**src/rtl/fifo_wr_arbiter.sv**
```systemverilog
// fifo_wr_arbiter: round-robin arbiter that shares one synchronous FIFO write
// port between NUM_REQ producers. The grant is combinational, the FIFO write is
// registered. Writes are held off when the FIFO is full, or when it is one slot
// short of full with a write already in flight. The wr_ack/overflow handshake
// drives two sticky error flags.
// Optional build macro FIFO_ARB_STATS_EN adds saturating per-producer grant
// counters on output port grant_cnt.
module fifo_wr_arbiter #(
    parameter int NUM_REQ    = 4,
    parameter int DATA_WIDTH = 16,
    parameter int CNT_WIDTH  = 16
) (
    input  logic                          clk,
    input  logic                          rst,
    input  logic [NUM_REQ-1:0]            req,
    input  logic [NUM_REQ*DATA_WIDTH-1:0] req_data,
    output logic [NUM_REQ-1:0]            gnt,
    input  logic                          fifo_full,
    input  logic                          fifo_almostfull,
    input  logic                          fifo_wr_ack,
    input  logic                          fifo_overflow,
    output logic                          fifo_wr_en,
    output logic [DATA_WIDTH-1:0]         fifo_data_in,
    output logic                          err_overflow,
    output logic                          err_ack,
    output logic                          busy
`ifdef FIFO_ARB_STATS_EN
    ,
    output logic [NUM_REQ*CNT_WIDTH-1:0]  grant_cnt
`endif
);

    localparam int PTR_W = (NUM_REQ > 1) ? $clog2(NUM_REQ) : 1;

    // Reject parameter sets the arbiter is not meant to handle.
    if (NUM_REQ < 2 || NUM_REQ > 8 || DATA_WIDTH < 1 || CNT_WIDTH < 1) begin : g_param_check
        $error("fifo_wr_arbiter: unsupported parameter set");
    end

    logic [PTR_W-1:0] rr_ptr;
    logic [PTR_W-1:0] gnt_idx;
    logic             gnt_any;
    logic             can_issue;
    logic             ack_pend_p1;

    // A write already registered into a FIFO at depth-1 fills it, so block
    // the next grant in that case as well as when the FIFO is full.
    assign can_issue = !fifo_full && !(fifo_wr_en && fifo_almostfull);

    assign busy = (|req) || fifo_wr_en;

    // Grant selection: search upward from rr_ptr, wrapping at NUM_REQ.
    always_comb begin
        int idx;
        gnt     = '0;
        gnt_idx = '0;
        gnt_any = 1'b0;
        idx     = 0;
        if (!rst && can_issue) begin
            for (int k = 0; k < NUM_REQ; k++) begin
                idx = int'(rr_ptr) + k;
                if (idx >= NUM_REQ) begin
                    idx = idx - NUM_REQ;
                end
                if (!gnt_any && req[idx]) begin
                    gnt_any      = 1'b1;
                    gnt[idx]     = 1'b1;
                    gnt_idx      = PTR_W'(idx);
                end
            end
        end
    end

    // ---- stage p1: registered write issue and round-robin pointer ----
    // Register the granted word and move the pointer just past the winner.
    always_ff @(posedge clk) begin
        if (rst) begin
            fifo_wr_en   <= 1'b0;
            fifo_data_in <= '0;
            rr_ptr       <= '0;
        end else begin
            fifo_wr_en <= gnt_any;
            if (gnt_any) begin
                fifo_data_in <= req_data[gnt_idx*DATA_WIDTH +: DATA_WIDTH];
                rr_ptr       <= (int'(gnt_idx) == NUM_REQ - 1) ? '0 : gnt_idx + 1'b1;
            end
        end
    end

    // ---- stage p2: ack window follows the write by one cycle ----
    // Track the expected ack and latch the sticky error flags.
    always_ff @(posedge clk) begin
        if (rst) begin
            ack_pend_p1  <= 1'b0;
            err_ack      <= 1'b0;
            err_overflow <= 1'b0;
        end else begin
            ack_pend_p1 <= fifo_wr_en;
            if (ack_pend_p1 && !fifo_wr_ack && !fifo_overflow) begin
                err_ack <= 1'b1;
            end
            if (fifo_overflow) begin
                err_overflow <= 1'b1;
            end
        end
    end

`ifdef FIFO_ARB_STATS_EN
    logic [NUM_REQ-1:0][CNT_WIDTH-1:0] cnt;

    function automatic logic [CNT_WIDTH-1:0] sat_inc(input logic [CNT_WIDTH-1:0] v);
        return (&v) ? v : v + 1'b1;
    endfunction

    // Count grants per producer, holding at all-ones rather than wrapping.
    always_ff @(posedge clk) begin
        if (rst) begin
            cnt <= '0;
        end else begin
            for (int i = 0; i < NUM_REQ; i++) begin
                if (gnt[i]) begin
                    cnt[i] <= sat_inc(cnt[i]);
                end
            end
        end
    end

    assign grant_cnt = cnt;
`else
    // Statistics counters are not built in this configuration.
`endif

endmodule

```
**config.mk**
```make
export PLATFORM = sky130hd
export DESIGN_NAME = fifo_wr_arbiter
export DESIGN_NICKNAME = d
export VERILOG_FILES = /design/src/rtl/fifo_wr_arbiter.sv
export SDC_FILE = /design/constraint.sdc
export NUM_CORES = 1
export LEC_CHECK = 0
export ABC_AREA = 1
export CAP_MARGIN = 40
export CORE_ASPECT_RATIO = 1.75
export CORE_MARGIN = 8
export CORE_UTILIZATION = 40
export DETAILED_ROUTE_END_ITERATION = 6
export GPL_ROUTABILITY_DRIVEN = 1
export GPL_TIMING_DRIVEN = 1
export MAX_ROUTING_LAYER = met4
export PLACE_DENSITY_LB_ADDON = 0.25
export SLEW_MARGIN = 10
export SYNTH_ARGS = -nofsm -noshare
export SYNTH_HDL_FRONTEND = slang
export SYNTH_SLANG_ARGS = --single-unit
```
**constraint.sdc**
```tcl
create_clock -name clk -period 2.7 [get_ports clk]
set_input_delay 0.27 -clock clk [delete_from_list [all_inputs] [get_ports clk]]
set_output_delay 0.27 -clock clk [all_outputs]
set_load 0.03 [all_outputs]
```
# Word-level counts from Yosys, hierarchy flattened
# Cells that the tools add are included.
# Widths: inputs -> output; s select.
[op_classes]
add_sub_neg = 8
n_lt_le_gt_ge = 12
eq_ne = 1
shift = 1
muxes = 50
n_bitwise = 3
reduce_logical = 22
[ops]
columns = ["operator", "n"]
rows = [
  ["$mux 32", 8],
  ["$ge 32x1->1 const B", 4],
  ["$lt 32x4->1 const B", 4],
  ["$shiftx 64x7->16", 1],
  ["$mux 4", 8],
  ["$mux 1", 20],
  ["$logic_and 1x1->1", 12],
  ["$mux 2", 6],
  ["$or 4x4->4", 3],
  ["$sub 3x3->4 const B", 3],
  ["$ge 3x3->1 const B", 3],
  ["$bmux 1 s2", 4],
  ["$demux 1 s2", 4],
  ["$logic_not 1->1", 8],
  ["$add 2x2->3 const B", 2],
  ["$reduce_or 4->1", 1],
  ["$sub 2x3->4 const B", 1],
  ["$add 2x1->3 const B", 1],
  ["$ge 2x3->1 const B", 1],
  ["$add 2x1->2 const B", 1],
  ["$eq 2x1->1 const B", 1],
  ["$logic_or 1x1->1", 1],
]
[word_totals]
regBits = 22
inputBits = 74
word_cells = 103

# Longest topological paths before layout
# Gate-level depths: netlist of run 1.
[logic_depth]
ltp_word = 24
mapped_depth = 17
depth_no_buf = 16

# Least setup slack after synthesis of run 1
# OpenSTA, ideal clock, no wires.
[synth_path]
path_type = "register to output"
from = "register rr_ptr[0]"
to = "output gnt[0]"
arrival_ns = 1.813
required_ns = 2.430
path_slack_ns = 0.617
stages_incl_launch_ff = 15
path_buffers = 1
path_cell_list = "dfxtp_1 buf_6 inv_6 ha_1 inv_1 nand3_1 nand2_2 inv_2 nor2_4 nand2_1 o22ai_1 a21oi_1 o21ai_0 nand2_1 inv_1"
[synth_between]
elab_chain_len = 20
word_cells_on_any_way = 74
classes_between = "add/sub (7); order compare (12); mux (42); bitwise (3); reduce/logical (10)"
[synth_rtl]
columns = ["item", "line_no", "source"]
rows = [
  ["start, declared", "40", "logic [PTR_W-1:0] rr_ptr;"],
  ["start signal, assigned", "85", "rr_ptr <= (int'(gnt_idx) == NUM_REQ - 1) ? '0 : gnt_idx + 1'b1;"],
  ["branches (longest 18 deep; another with $ge 32x1->1)", "n/a", ""],
  ["$mux 4 *", "65", "if (!gnt_any && req[idx]) begin"],
  ["$mux 4 *", "59", "if (!rst && can_issue) begin"],
  ["end, declared", "17", "output logic [NUM_REQ-1:0] gnt,"],
]
# Mark *: on every way between the ends. The select of a mux whose other input is x is not followed.

# Worst setup path after layout of run 1
[layout_path]
from = "register rr_ptr[1]"
to = "output gnt[0]"
# The elaborated chain is that of the path after synthesis.

==> metrics.cfg, run 1 <==
[logic_synthesis]
ys_types = 31
synthTopCellsByArea = dfxtp_1 (23%), nand3_1 (18%), nand2_1 (16%)
syn-num-nets = 386
synthFlopType = dfxtp_1
synthArstFlopShare_pct = 0
yosysWarnings = 0
ys_seq_elements = 22
postSynthCellCount = 308
avgSynthCellArea_um2 = 6.14
synth_edf_count = 0
synth_common_cells = nand2_1 (79), nand3_1 (67), inv_1 (36), nand4_1 (33), dfxtp_1 (22)
synthMostInstantiatedCell = nand2_1
yosysSeqAreaShare_pct = 23.3
yosys.area.top_type = dfxtp_1
synth_top_area_share_pct = 23.3
synth_area_um2 = 1890

[critical_path]
path_class = register to output pin
slowest_stage = dfxtp_2
path_max_fanout = 7
path_cells = inv_2, ha_1, inv_1, nand3_1, nand2_2, inv_2, nor2_4, nand2_1, o22ai_2, a21oi_1, o21ai_0, nand2_1, inv_1, buf_4
cp_top_family = simple AND/OR/NAND/NOR gates
crit_path_start_kind = register
worstPathRequired_ns = 2.43
cp_num_buf_inv = 5
crit_path_max_incr_delay_ns = 0.40
cp-end-kind = output pin
cp.arrival_ns = 2.25

[timing]
rsz0062_at_grt = no
setup_viol = 0
fin_crit_sh_pct = 93.3
slew_violations = 0
slew_headroom_pct = 75.6
hold_viol = 0
fin_crit_ns = 2.52
fin_skew_ns = 0.00256
tns_ns = 0
tightest_slew_ns = 0.366
fmax_ghz = 0.397

[clocking]
numCtsBuffers = 3
postCtsSetupBuffers = 0
clock_sinks = 22
cts_tree = built
path_clk_slew_ns = 0.08
clock_latency_ns = 0.26
cts_buffer_depth = 2
clockRootBuffer = clkbuf_8
htree_levels = 1

[power_and_ir_drop]
ir_drop_mv = 0.513
power.leakage_nw = 1.41
power_density_nw_per_um2 = 600
power.total_mw = 1.78

[global_route]
grt_pass1_vias = 2606
grt_util_all_layers_pct = 21.0
grt-ovfl-total = 0
grt_pass1_wl_um = 11700
grt_max_degree = 49
antenna_found_initial = 0

[place]
dp.cells = 446
dp_hpwl_um = 5840
gp_congestion = 0.906
portBuffers = 97

[cells_and_area]
drive_gt1_share_pct = 10.6
area_growth_pct = 57.0
final_net_count = 477
diodes = 0
instances_no_fill = 450

[job]
drv_cap = 0

[floorplan]
ioPinCount = 98
std_cell_rows = 33
die_x_um = 68.0
die_area_um2 = 7270
initial_core_util_pct = 40.9
coreArea_um2 = 4620
die_h_um = 107

[route]
firstDrtPassIters = 4
num_vias = 2446
wl_per_cell_um = 16.0
drt_iter0_drc = 113
drt_wl_total_um = 7190
drc = 0
ant_nets = 0
viasPerCell = 5.44

[status]
status = complete, no violations

[worst_hold_path]
holdCritPathClass = register to register

final timing paths:
kind	start	to	slack [ns]	depth (start not counted)
worst max-delay path	rr_ptr[1]	gnt[0]	0.18	14
worst max register to register	rr_ptr[1]	fifo_data_in[9]	0.44	14
worst min-delay path	fifo_wr_en	ack_pend_p1	0.47	2
worst min register to register	fifo_wr_en	ack_pend_p1	0.47	2
layout by cell type (no fill, tap or decap), types with 5 or more instances in the layout:
master           synthesis  final
nand2_2                  6      6
a21oi_1                  6      6
clkdlybuf4s50_1          0     93
dfxtp_1                 22     20
nand3_1                 67     67
inv_1                   36     36
o21ai_0                  5      5
nand2_1                 79     79
nand4_1                 33     33
buf_4                    4     11
worst min-delay path: stages (launching register included):
cell and delay (ns):
dfxtp_1 0.33, inv_1 0.07, nor2_1 0.04
registers in the layout, summed over array words and instances, names as in the netlist:
register / flops
rr_ptr: 2
ack_pend_p1: 1
err_ack: 1
err_overflow: 1
fifo_wr_en: 1
fifo_data_in: 16
power by group:
group	switching [mW]	total, mW	internal [mW]
clock	0.106	0.304	0.198
sequential	0.0398	0.417	0.377
combinational	0.657	1.06	0.406
stage by stage:
step / hold WS (ns) / cell area, µm² / worst slack [ns] / util (%)
after floorplan: 0.342 / 1890 / 0.617 / -
after global placement: 0.453 / 2880 / 0.428 / 62.4
after detailed placement: 0.458 / 2880 / 0.350 / 62.4
after CTS: 0.472 / 2960 / 0.105 / 63.9
after global routing: 0.496 / 2970 / 0.00607 / 64.2
final: 0.467 / 2970 / 0.181 / 64.2
metal layers:
metal | GRT usage [%] | vias up | routed length, µm
met4 | 15.9 | 0 | 558
met2 | 35.7 | 107 | 3870
met5 | - | - | 0
met1 | 20.3 | 1094 | 2370
met3 | 2.92 | 32 | 394
li1 | - | 1213 | -
what timing repair did:
action                                  CTS  global route
endpoints found under the setup margin    0             4
hold buffers                              0             0
resized for setup                         0             4
layout make-up:
class	count	area [µm²]
clock buffer	3	41.3
fill	453	1650
multi-input combinational	224	1190
inverter	43	169
clock inverter	1	30.0
sequential	22	443
timing repair buffer	105	1030
tap	52	65.1
cell families after synthesis:
kind of cell | synth area share [%]
adders and majority gates | 2.65
xor gates and xnor gates | 0.463
AOI/OAI and AO/OA | 5.82
and+or+nand+nor | 53.0
buffers and inverters | 14.8
DFF | 23.3
No activity file was read; power rests on OpenSTA's default activity.
==> run 2, diff against run 1 <==
--- a/config.mk
+++ b/config.mk
@@ -15,6 +15,7 @@
 export GPL_TIMING_DRIVEN = 1
 export MAX_ROUTING_LAYER = met4
 export PLACE_DENSITY_LB_ADDON = 0.25
+export REMOVE_ABC_BUFFERS = 1
 export SLEW_MARGIN = 10
 export SYNTH_ARGS = -nofsm -noshare
 export SYNTH_HDL_FRONTEND = slang
==> run 2 against run 1 <==
Effect of this change: flip-flop and latch count is the same; worst setup slack gained 0.036 ns; largest power group unchanged; clock power is essentially flat; cell count grew 0.67%; register-to-register slack gained 0.08 ns; highest routed layer unchanged.
==> metrics.cfg, run 2 (same netlist as run 1, synthesis figures left out) <==
[critical_path]
endpoint = gnt[0]
r2r_end = fifo_data_in[10]
r2r_start = rr_ptr[0]
path_max_fanout = 4  ; -3
cp-end-kind = output pin
cp.arrival_ns = 2.21  ; -0.04 ns
startpoint = rr_ptr[0]
crit_path_start_kind = register
worstPathRequired_ns = 2.43  ; about the same
reg2reg_depth = 15  ; +1
r2r_slack_ns = 0.52  ; +0.08 ns
path_class = register to output pin

[timing]
setup_viol = 0  ; unchanged
fmax_ghz = 0.403  ; +1.4%
fin_crit_ns = 2.48  ; -0.0359 ns
fin_skew_ns = 0.00413  ; +0.00158 ns
tightest_slew_ns = 0.569  ; +0.204 ns
fin_crit_sh_pct = 92.0  ; -1.3 points
tns_ns = 0  ; unchanged
hold_viol = 0  ; unchanged
rsz0062_at_grt = no
slew_violations = 0  ; unchanged
slew_headroom_pct = 62.0  ; -14 points

[floorplan]
coreArea_um2 = 4620  ; unchanged
die_x_um = 68.0  ; unchanged
initial_core_util_pct = 40.9  ; unchanged
std_cell_rows = 33  ; unchanged
die_h_um = 107  ; unchanged
die_area_um2 = 7270  ; unchanged
ioPinCount = 98  ; unchanged

[clocking]
cts_buffer_depth = 2  ; unchanged
clock_latency_ns = 0.26  ; about the same
numCtsBuffers = 3  ; unchanged
clock_sinks = 22  ; unchanged
htree_levels = 1  ; unchanged
path_clk_slew_ns = 0.08  ; about the same
cts_tree = built
hold_buffers = 0  ; unchanged
postCtsSetupBuffers = 0  ; unchanged
clockRootBuffer = clkbuf_8

[cells_and_area]
finish.instance_area_um2 = 2960  ; -0.51%
reg.largest.list = fifo_data_in (16), rr_ptr (2)
drive_gt1_share_pct = 10.2  ; -0.33 points
diodes = 0  ; unchanged
area_growth_pct = 56.2
seq_area_um2 = 440  ; -0.57%
fill_cells = 457  ; +0.88%
most-common-layout-cells = clkdlybuf4s50_1 (93), nand2_1 (79), nand3_1 (67)
multiInputGateArea_um2 = 1180  ; -1.1%
largest_reg_flops = 16  ; unchanged
layout_commonest_cell = clkdlybuf4s50_1
regMostFlops = fifo_data_in
final_net_count = 480  ; +0.63%

[route]
drt_wl_total_um = 6660  ; -7.4%
num_vias = 2373  ; -3.0%
firstDrtPassIters = 7  ; +3
ant_nets = 0  ; unchanged
wl_per_cell_um = 14.7  ; -8.0%
drt_iter0_drc = 115  ; +1.8%
drc = 0  ; unchanged
viasPerCell = 5.24  ; -3.6%

[worst_hold_path]
holdCritPathClass = register to register

[global_route]
grt_pass1_vias = 2385  ; -8.5%
grt_pass1_wl_um = 10700  ; -8.4%
grt_util_all_layers_pct = 18.7  ; -2.3 points
grt_max_degree = 35  ; -29%
grt-ovfl-total = 0  ; unchanged
antenna_found_initial = 0  ; unchanged

[place]
dp_hpwl_um = 5170  ; -11%
dpl_cell_area_um2 = 2900  ; +0.69%
gp_congestion = 0.961  ; +6.0%
portBuffers = 97  ; unchanged

[job]
drv_cap = 0  ; unchanged

[power_and_ir_drop]
power_density_nw_per_um2 = 606  ; +0.92%
ir_drop_mv = 0.568  ; +11%
power.leakage_nw = 1.41  ; +0.35%

[status]
status = complete, no violations

[run 2: cell count changes in the layout (fill, tap and decap cells not counted), sizes merged]
cell and change:
clkbuf +4, buf -1
[run 2: routing by layer]
layer,routed length (µm),track usage [%],part of all wire [%]
met5,0,-,0
met4,170,6.77,2.6
met3,295,0.835,4.4
met2,3580,34.7,54
met1,2610,19.6,39
[run 2: critical path: stages, from the launching register on]
cell      delay, ns
dfxtp_1        0.42
inv_6          0.04
ha_1           0.32
inv_1          0.10
nand3_1        0.09
nand2_2        0.10
inv_2          0.06
nor2_4         0.10
nand2_1        0.12
o22ai_1        0.15
a21oi_1        0.06
o21ai_0        0.09
nand2_1        0.07
inv_1          0.05
clkbuf_2       0.19
[run 2: worst min path at each step]
stage | start | to | depth (start not counted) | slack, ns
finish | fifo_data_in[0] | fifo_data_in[0] | 2 | 0.47
global route | fifo_data_in[0] | fifo_data_in[0] | 2 | 0.49
CTS | fifo_data_in[0] | fifo_data_in[0] | 2 | 0.48
detailed placement | err_overflow | err_overflow | 2 | 0.46
global placement | fifo_wr_en | ack_pend_p1 | 2 | 0.45
floorplan | rst | ack_pend_p1 | 1 | 0.34
[run 2: final cells by class]
type	count	area share (%)
multi-input combinational	224	39.8
inverter	43	5.72
sequential	22	14.9
timing repair buffer	108	35.0
clock buffer	3	1.40
tap	52	2.20
clock inverter	1	1.02
[run 2: timing repair]
item | 4_1_cts | 5_1_grt
hold endpoints to repair | 0 | 0
pin swaps | 0 | 0
resized for setup | 4 | 8
setup endpoints to repair | 4 | 4
[run 2: power by group]
group	total, mW	internal (mW)	switching (mW)
combinational	1.08	0.414	0.666
clock	0.305	0.198	0.107
sequential	0.405	0.375	0.0303
total	1.79	0.987	0.803
[run 2: through the flow]
step | worst slack, ns | utilization [%] | hold WS (ns) | power, mW | cells
after floorplan | 0.00252 | - | 0.342 | 1.07 | 289
after global placement | 0.0758 | 62.8 | 0.445 | 1.48 | 449
after detailed placement | 0.0529 | 62.8 | 0.462 | 1.49 | 449
after CTS | 0.0550 | 64.2 | 0.476 | 1.79 | 453
after global routing | 0.0526 | 63.9 | 0.491 | 1.90 | 453
final | 0.217 | 63.9 | 0.475 | 1.79 | 453
==> run 3, diff against run 2 <==
--- a/config.mk
+++ b/config.mk
@@ -10,6 +10,7 @@
 export CORE_ASPECT_RATIO = 1.75
 export CORE_MARGIN = 8
 export CORE_UTILIZATION = 40
+export CTS_CLUSTER_SIZE = 8
 export DETAILED_ROUTE_END_ITERATION = 6
 export GPL_ROUTABILITY_DRIVEN = 1
 export GPL_TIMING_DRIVEN = 1
==> results of run 3 <==
The final DEF is identical to that of run 2; final timing and power are the same.
